<file path="config.mk">
export PLATFORM = sky130hd
export DESIGN_NAME = sig_change_tracer_flat
export DESIGN_NICKNAME = d
export VERILOG_FILES = /design/src/rtl/sig_change_tracer_if.sv /design/src/rtl/sig_change_tracer.sv /design/src/flat_wrapper.sv
export SDC_FILE = /design/constraint.sdc
export NUM_CORES = 1
export LEC_CHECK = 0
export ABC_CLOCK_PERIOD_IN_PS = 7000
export CAP_MARGIN = 20
export CORE_MARGIN = 2
export CORE_UTILIZATION = 44
export CTS_CLUSTER_SIZE = 20
export DETAILED_ROUTE_END_ITERATION = 6
export PLACE_DENSITY_LB_ADDON = 0.3
export SYNTH_ARGS = -nofsm -noshare
export SYNTH_HDL_FRONTEND = slang
export SYNTH_SLANG_ARGS = --single-unit
</file>
<file path="constraint.sdc">
create_clock -name axis_clk -period 7 [get_ports axis_clk]
set_clock_uncertainty 0.1 [all_clocks]
set_input_delay 1.4 -clock axis_clk [delete_from_list [all_inputs] [get_ports axis_clk]]
set_output_delay 1.4 -clock axis_clk [all_outputs]
set_load 0.02 [all_outputs]
</file>
<file path="src/rtl/sig_change_tracer_if.sv">
// Event stream port of the signal-change tracer: valid/ready handshake
// carrying {ts, mask, value} beats.
interface sig_change_tracer_if #(
  parameter int WIDTH = 8,
  parameter int TS_W  = 16
) ();
  logic                    ev_tvalid;
  logic                    ev_tready;
  logic [TS_W+2*WIDTH-1:0] ev_tdata;

  modport master (output ev_tvalid, output ev_tdata, input ev_tready);
  modport slave  (input ev_tvalid, input ev_tdata, output ev_tready);
endinterface

</file>
<file path="src/rtl/sig_change_tracer.sv">
// Multi-channel signal-change tracer: samples WIDTH channels each cycle and
// queues a timestamped {ts, mask, value} event whenever any channel changes.
module sig_change_tracer #(
  parameter int WIDTH = 8,
  parameter int TS_W  = 16,
  parameter int DEPTH = 16,
  parameter int CNT_W = 8
) (
  input  logic                     axis_clk,
  input  logic                     axis_rst_n,
  input  logic                     en,
  input  logic [WIDTH-1:0]         sig_in,
  output logic [WIDTH-1:0]         sig_out,
  sig_change_tracer_if.master      ev,
  output logic [$clog2(DEPTH):0]   level,
  output logic                     overflow,
  output logic [CNT_W-1:0]         drop_cnt,
  input  logic                     clr_ovf
);

  localparam int AW = $clog2(DEPTH);
  localparam int EW = TS_W + 2 * WIDTH;
  localparam logic [AW:0] FULL_LVL = (AW + 1)'(DEPTH);

  logic [WIDTH-1:0] s_q;
  logic [WIDTH-1:0] prev_q;
  logic [WIDTH-1:0] mask;
  logic             primed;
  logic [TS_W-1:0]  ts;

  logic [EW-1:0]    mem [DEPTH];
  logic [AW-1:0]    wr_ptr;
  logic [AW-1:0]    rd_ptr;
  logic [AW:0]      count;

  logic push;
  logic pop;
  logic full;
  logic accept;
  logic drop;

  assign sig_out = s_q;
  assign mask    = s_q ^ prev_q;
  assign push    = primed & en & (mask != '0);
  assign full    = (count == FULL_LVL);
  assign pop     = (count != '0) & ev.ev_tready;
  assign accept  = push & (~full | pop);
  assign drop    = push & full & ~pop;

  assign ev.ev_tvalid = (count != '0);
  assign ev.ev_tdata  = mem[rd_ptr];
  assign level        = count;

  // Priming loads prev_q from the value s_q takes on the same edge, so a
  // level held steady through reset compares equal on the first real edge.
  always_ff @(posedge axis_clk or negedge axis_rst_n) begin
    if (!axis_rst_n) begin
      s_q    <= '0;
      prev_q <= '0;
      primed <= 1'b0;
      ts     <= '0;
    end else begin
      s_q <= sig_in;
      if (!primed) begin
        primed <= 1'b1;
        prev_q <= sig_in;
      end else begin
        prev_q <= s_q;
      end
      if (en) begin
        ts <= ts + TS_W'(1);
      end
    end
  end

  always_ff @(posedge axis_clk or negedge axis_rst_n) begin
    if (!axis_rst_n) begin
      wr_ptr <= '0;
      rd_ptr <= '0;
      count  <= '0;
    end else begin
      if (accept) begin
        wr_ptr <= wr_ptr + AW'(1);
      end
      if (pop) begin
        rd_ptr <= rd_ptr + AW'(1);
      end
      case ({accept, pop})
        2'b10:   count <= count + (AW + 1)'(1);
        2'b01:   count <= count - (AW + 1)'(1);
        default: count <= count;
      endcase
    end
  end

  // Storage needs no reset: contents are only visible while count != 0.
  always_ff @(posedge axis_clk) begin
    if (accept) begin
      mem[wr_ptr] <= {ts, mask, s_q};
    end
  end

  // A drop on the same edge as a clear restarts the count at one.
  always_ff @(posedge axis_clk or negedge axis_rst_n) begin
    if (!axis_rst_n) begin
      overflow <= 1'b0;
      drop_cnt <= '0;
    end else if (drop) begin
      overflow <= 1'b1;
      if (clr_ovf) begin
        drop_cnt <= CNT_W'(1);
      end else if (drop_cnt != '1) begin
        drop_cnt <= drop_cnt + CNT_W'(1);
      end
    end else if (clr_ovf) begin
      overflow <= 1'b0;
      drop_cnt <= '0;
    end
  end

endmodule

</file>
<file path="src/flat_wrapper.sv">
// flat-port wrapper written by rule: the top's interface ports become plain ports
module sig_change_tracer_flat 
#(
  parameter int WIDTH = 8,
  parameter int TS_W  = 16,
  parameter int DEPTH = 16,
  parameter int CNT_W = 8
)
  (axis_clk, axis_rst_n, en, sig_in, sig_out, level, overflow, drop_cnt, clr_ovf, ev_ev_tvalid, ev_ev_tdata, ev_ev_tready);
  sig_change_tracer_if #(.WIDTH(WIDTH), .TS_W(TS_W)) ev_i ();
  input  logic axis_clk;
  input  logic axis_rst_n;
  input  logic en;
  input  logic [WIDTH-1:0] sig_in;
  output logic [WIDTH-1:0] sig_out;
  output logic [$clog2(DEPTH):0] level;
  output logic overflow;
  output logic [CNT_W-1:0] drop_cnt;
  input  logic clr_ovf;
  output wire logic [$bits(ev_i.ev_tvalid)-1:0] ev_ev_tvalid;
  output wire logic [$bits(ev_i.ev_tdata)-1:0] ev_ev_tdata;
  input wire logic [$bits(ev_i.ev_tready)-1:0] ev_ev_tready;
  assign ev_ev_tvalid = ev_i.ev_tvalid;
  assign ev_ev_tdata = ev_i.ev_tdata;
  assign ev_i.ev_tready = ev_ev_tready;
  sig_change_tracer #(.WIDTH(WIDTH), .TS_W(TS_W), .DEPTH(DEPTH), .CNT_W(CNT_W)) u_core (.axis_clk(axis_clk), .axis_rst_n(axis_rst_n), .en(en), .sig_in(sig_in), .sig_out(sig_out), .ev(ev_i), .level(level), .overflow(overflow), .drop_cnt(drop_cnt), .clr_ovf(clr_ovf));
endmodule
</file>
==> results of run 1 <==
[final cells by class]
class | instances | area share (%)
clock buffers | 73 | 5.91
clock inverters | 27 | 1.16
inverters | 8 | 0.119
multi-input cells | 347 | 19.7
flip-flops and latches | 567 | 66.2
well taps | 664 | 3.28
repair buffers | 95 | 3.62
[registers in the layout, summed over array words and instances (netlist names)]
register         cells
u_core.ts           16
u_core.overflow      1
u_core.mem         512
u_core.drop_cnt      8
u_core.level         5
u_core.sig_out       8
u_core.prev_q        8
u_core.rd_ptr        4
u_core.primed        1
u_core.wr_ptr        4
[layer usage]
metal	vias to the layer above	global-route usage, %	routed length (µm)
met5	-	0	0
met4	0	5.76	946
met3	68	3.06	2380
met2	297	28.8	21600
met1	5357	26.5	20000
li1	4287	-	-
[through the flow]
step | util, % | std cells | cell area, µm² | hold slack (ps) | worst slack (ps)
after floorplan | - | 966 | 21900 | 425 | 3410
after global placement | 47.9 | 1676 | 23500 | 420 | 2250
after detailed placement | 48.0 | 1680 | 23500 | 420 | 2210
after CTS | 51.6 | 1780 | 25300 | 435 | 1690
after global routing | 51.6 | 1781 | 25300 | 504 | 1600
final | 51.6 | 1781 | 25300 | 428 | 1760
[kinds of logic (layout without fill, tap and decap cells)]
| group | Yosys count | in the layout | synth area share, % |
|---|---|---|---|
| AOI/OAI and AO/OA | 33 | 33 | 1.03 |
| xor gates and xnor gates | 33 | 33 | 1.32 |
| adders and majority gates | 11 | 11 | 0.661 |
| buffers and inverters | 52 | 203 | 0.998 |
| DFF | 567 | 567 | 76.3 |
| muxes | 171 | 171 | 17.0 |
| other | 1 | 1 | 0.0171 |
| and+or+nand+nor | 98 | 98 | 2.68 |
[worst max-delay path: cells and delay by family (launching register included)]
family,cells,cell delay (ps)
flip-flops,1,900
multiplexers,2,1120
buffers and inverters,2,1000
[placed cells by master, fill, tap and decap left out, drive strengths merged, types with 2 or more instances in the layout]
master         instances
a2111oi                2
a211o                  2
a211oi                 2
a21o                   2
a21oi                 10
and2                  12
and3                   7
and4                   4
buf                   29
bufinv                 6
clkbuf                73
clkdlybuf4s50         66
clkinv                18
dfrtp                 55
edfxtp               512
ha                    10
inv                   10
mux2                  10
mux4                 160
nand2                 15
nand2b                 2
nand3                 11
nand3b                 2
nand4                  7
nor2                  15
nor2b                  2
nor3                   7
nor4                   4
nor4b                  2
o21ai                  7
o311ai                 2
o31ai                  2
or4                    5
xnor2                 16
xor2                  17
[where the power goes]
| part | leakage (µW) | internal (µW) | switching [µW] |
|---|---|---|---|
| sequential | 0.00513 | 4030 | 339 |
| clock | 0.000873 | 1720 | 1220 |
| combinational | 0.00192 | 1360 | 1230 |
[final timing paths]
path                       cells after the start                           end                          from
max reg2reg                                   12   u_core.level[4]$_DFFE_PN0P_   u_core.sig_out[5]$_DFF_PN0_
min reg2reg                                    2   u_core.overflow$_DFFE_PN0P_   u_core.overflow$_DFFE_PN0P_
max                                            4               ev_ev_tdata[11]  u_core.rd_ptr[0]$_DFFE_PN0N_
min in group asynchronous                      2      u_core.ts[8]$_DFFE_PN0P_                    axis_rst_n
max in group asynchronous                      2  u_core.rd_ptr[1]$_DFFE_PN0N_                    axis_rst_n
min                                            2   u_core.overflow$_DFFE_PN0P_   u_core.overflow$_DFFE_PN0P_
==> run metrics, run 1 <==
CP max stage delay ~900 ps; top cells by area, synth edfxtp_1 (70%), mux4_2 (16%), dfrtp_1 (6.3%), xor2_1 (0.68%), xnor2_1 (0.64%); Starting Density 44.7%; endpoints failing setup 0; data arrival time of the worst path 3740 ps; YS warnings 0; most common cell in the synthesized netlist edfxtp_1; Hold/Removal Path Class flop to flop; synth cell count leaders edfxtp_1 (512), mux4_2 (160), dfrtp_1 (55); relative slew slack 28.1%; critical path class flop to output pin; Yosys cell types 51; Crit-path slowest cell dfrtp_4; clock buffer depth 3; Hold Buf Count CTS 0; drt initial violations 1,083; Final ANT Viol Nets 0; Worst setup SP type flop; Remaining Overflow, GRT 0; worst slew pin tran between 1000 and 1500 ps; Multi-input gate area 5000 µm²; unrepaired setup endpoints after global routing no; FILL cells 3,859; die height 227 µm; first-pass GRT wire length 68,400 µm; drt wl/cell 25.2 µm; Final Cycle Share 74.9%; Max VDD drop ~0.00025 V; layout cell share with drive strength beyond 1 27.2%; die area around 52,000 µm²; post-synth net total 990; die extent in x 227 µm; cts bufs inserted 56; Vias 10,000; GRT Util Overall 18.3%; Placer Congestion 0.778; port bufs 67; fin. max-slew vios 0; largest net degree at the start of global routing 118; DRC violations left 0; crit path max fanout a little under 50; flops & latches, synth 567; Syn Inst Count 966; DR vias/cell 5.62; clock sinks 567; MaxCap Viol Count 0; Nets 1,099; Total Routed Length 44,900 µm; most frequent cell on the critical path mux4_2; mapped cell area 21,900 µm²; Seq. cell area 16,800 µm²; htree depth 2; Resize count post-CTS 0; Layout area overhead 15.4%; post-synth top area share 70.0%; Post-synth EDFFs 512; CTS Root Cell clkbuf_16; register-to-register setup slack 2810 ps; pwr/cell area 391 nW/µm²; Setup Total Neg Slack 0 ps; vias in the first global route 10,600; io pins slightly below 70; initial antenna violation count 0; CTS tree done; Row Count 81; Fin. Hold Viols 0; Max Fclk about 0.19 GHz; Synth Flop Type edfxtp_1; outcome finished clean; post-detail-place hpwl approximately 24,000 µm; CP Capture Type output pin; Pre-antenna DRT Iters 7; minimum clock period ~5200 ps; worst endpoint required time 5500 ps; Inserted Diodes 0; crit path cell chain buf_12, mux4_2, mux4_2, clkdlybuf4s50_1; post-synthesis area per instance 22.7 µm²; register area share after synthesis between 70% and 80%; Leak Pwr 0.00792 µW; total power draw 9910 µW; post-synth top area cell edfxtp_1; core box area 49,100 µm²; Clk Latency, worst-skew pair 610 ps; post-CTS setup buffers 0; register clock-pin slew on the reported worst setup and hold paths 60 ps; FFs w/ async S/R, synth 9.70%
No activity file was read; power rests on OpenSTA's default activity.
==> inputs of run 2 (changes only) <==
--- a/config.mk
+++ b/config.mk
@@ -5,7 +5,7 @@
 export SDC_FILE = /design/constraint.sdc
 export NUM_CORES = 1
 export LEC_CHECK = 0
-export ABC_CLOCK_PERIOD_IN_PS = 7000
+export ABC_CLOCK_PERIOD_IN_PS = 4950
 export CAP_MARGIN = 20
 export CORE_MARGIN = 2
 export CORE_UTILIZATION = 44
==> constraint.sdc (replaced) <==
create_clock -name axis_clk -period 4.95 [get_ports axis_clk]
set_clock_uncertainty 0.1 [all_clocks]
set_input_delay 0.99 -clock axis_clk [delete_from_list [all_inputs] [get_ports axis_clk]]
set_output_delay 0.99 -clock axis_clk [all_outputs]
set_load 0.02 [all_outputs]
==> run metrics, run 2 (same netlist as run 1, synthesis figures left out) <==
outcome finished clean; Layout area overhead 17.0%; drt wl/cell 25.6 µm (+1.4%); Remaining Overflow, GRT 0 (unchanged); biggest regs u_core.mem x512, u_core.ts x16; Total Routed Length 46,000 µm (+2.4%); minimum clock period approximately 4600 ps; layout cell share with drive strength beyond 1 28.5% (+1.3 points); Fin. Hold Viols 0 (unchanged); Row Count 81 (unchanged); CP Capture Type output pin; die area 51,700 µm² (unchanged); clock sinks 567 (unchanged); Vias 10,200 (+2.1%); GR Util met3 3.41% (+0.35 points); post-CTS setup buffers 0 (unchanged); Final ANT Viol Nets 0 (unchanged); Pre-antenna DRT Iters 5 (-2); endpoints failing setup 0 (unchanged); Setup Total Neg Slack 0 ps (unchanged); core box area 49,100 µm² (unchanged); crit path max fanout 21 (-57%); Max Fclk around 0.22 GHz; pre-CTS setup slack 750 ps (-1460 ps); io pins 68 (unchanged); Nets 1,112 (+1.2%); gr busiest metal met1; Hold Buf Count CTS 0 (unchanged); most frequent cells in the layout edfxtp_1 (512), mux4_2 (160), clkdlybuf4s50_1 (66), clkbuf_16 (56), dfrtp_1 (51); Placer Congestion 0.788 (+1.3%); Worst setup SP type flop; setup slack after layout 400 ps (-1360 ps); GRT Util Overall 18.4% (+0.12 points); worst endpoint required time 3860 ps (-1640 ps); clock buffer depth 3 (unchanged); Final Cycle Share 91.9%; die extent in x 227 µm (unchanged); initial antenna violation count 0 (unchanged); pwr/cell area 560 nW/µm² (+43%); Max VDD drop 0.000283 V (+11%); max reg flops 512 (unchanged); Starting Density 44.7% (unchanged); Post-Place Cells 1,695 (+0.89%); Clk Latency, worst-skew pair 600 ps (about the same); htree depth 2 (unchanged); DR vias/cell 5.68 (+1.0%); Hold/Removal Path Class input pin to async pin; reg2reg path depth 13 (+1); Reg with most FFs u_core.mem; DRC violations left 0 (unchanged); die height 227 µm (unchanged); first-pass GRT wire length 68,900 µm (+0.82%); unrepaired setup endpoints after global routing no; port bufs 67 (unchanged); GRT met1 Usage 28.8% (+2.3 points); commonest non-fill, non-tap cell in the layout edfxtp_1; critical path class flop to output pin; data arrival time of the worst path 3460 ps (-280 ps); MaxCap Viol Count 0 (unchanged); post-detail-place hpwl 27,700 µm (+14%); Layout Cells excl Fill 1,800 (+1.1%); relative slew slack 41.7% (+14 points); Resize count post-CTS 0 (unchanged); Leak Pwr 0.00807 µW (+2.0%); cts bufs inserted 55 (-1.8%); largest net degree at the start of global routing 41 (-65%); CTS tree done; met2 usage 27.1% (-1.7 points); register clock-pin slew on the reported worst setup and hold paths 60 ps (about the same); vias in the first global route 10,500 (-1.4%); FILL cells 3,826 (-0.86%); CTS Root Cell clkbuf_16; fin. max-slew vios 0 (unchanged); worst slew pin tran 875 ps (-204 ps); drt initial violations 856 (-21%)
## run 2: cell types whose count changed in the layout (fill, tap and decap cells not counted), sizes merged
cell,change
clkinv,+4
bufinv,+1
diode,+1
clkinvlp,-1
buf,+14
## run 2: final cells by class
type | instances | area [µm²] | share of cell area, %
flip-flops and latches | 567 | 16800 | 65.3
well taps | 664 | 831 | 3.24
inverters | 8 | 30.0 | 0.117
clock inverters | 31 | 337 | 1.31
repair buffers | 109 | 1190 | 4.65
multi-input cells | 347 | 5000 | 19.5
diodes | 1 | 2.50 | 0.00975
clock buffers | 73 | 1530 | 5.94
## run 2: worst max-delay path: stages (launching register included)
cell	delay, ps
dfrtp_4	720
buf_4	450
mux4_2	610
mux4_2	510
clkdlybuf4s50_1	560
## run 2: power by group
group / leakage [µW] / internal, µW / switching (µW)
clock: 0.000920 / 2530 / 1750
sequential: 0.00513 / 5690 / 532
combinational: 0.00203 / 2000 / 1870
total: 0.00807 / 10200 / 4150
## run 2: per-layer routing
metal / routed length (µm) / vias to the layer above / part of all wire, %
met5: 0 / - / 0
met3: 3080 / 62 / 6.7
met2: 21200 / 331 / 46
li1: - / 4328 / -
met4: 783 / 0 / 1.7
met1: 20900 / 5496 / 46
## run 2: worst paths after layout
kind	from	to	slack, ps
max	u_core.rd_ptr[0]$_DFFE_PN0N_	ev_ev_tdata[7]	400
max reg2reg	u_core.sig_out[1]$_DFF_PN0_	u_core.level[4]$_DFFE_PN0P_	910
min reg2reg	u_core.overflow$_DFFE_PN0P_	u_core.overflow$_DFFE_PN0P_	430
max in group asynchronous	axis_rst_n	u_core.rd_ptr[0]$_DFFE_PN0N_	3440
min in group axis_clk	u_core.overflow$_DFFE_PN0P_	u_core.overflow$_DFFE_PN0P_	430
min	axis_rst_n	u_core.ts[5]$_DFFE_PN0P_	400
## run 2: metrics by stage
step           hold WS (ps)  instance area, µm²  utilization (%)  total power (µW)
4_1_cts                 399               25700             52.3             14500
3_5_place_dp            428               23800             48.5             10300
2_1_floorplan           425               21900                -              8650
5_1_grt                 452               25700             52.3             15000
6_report                405               25700             52.3             14400
3_3_place_gp            420               23800             48.5             10200
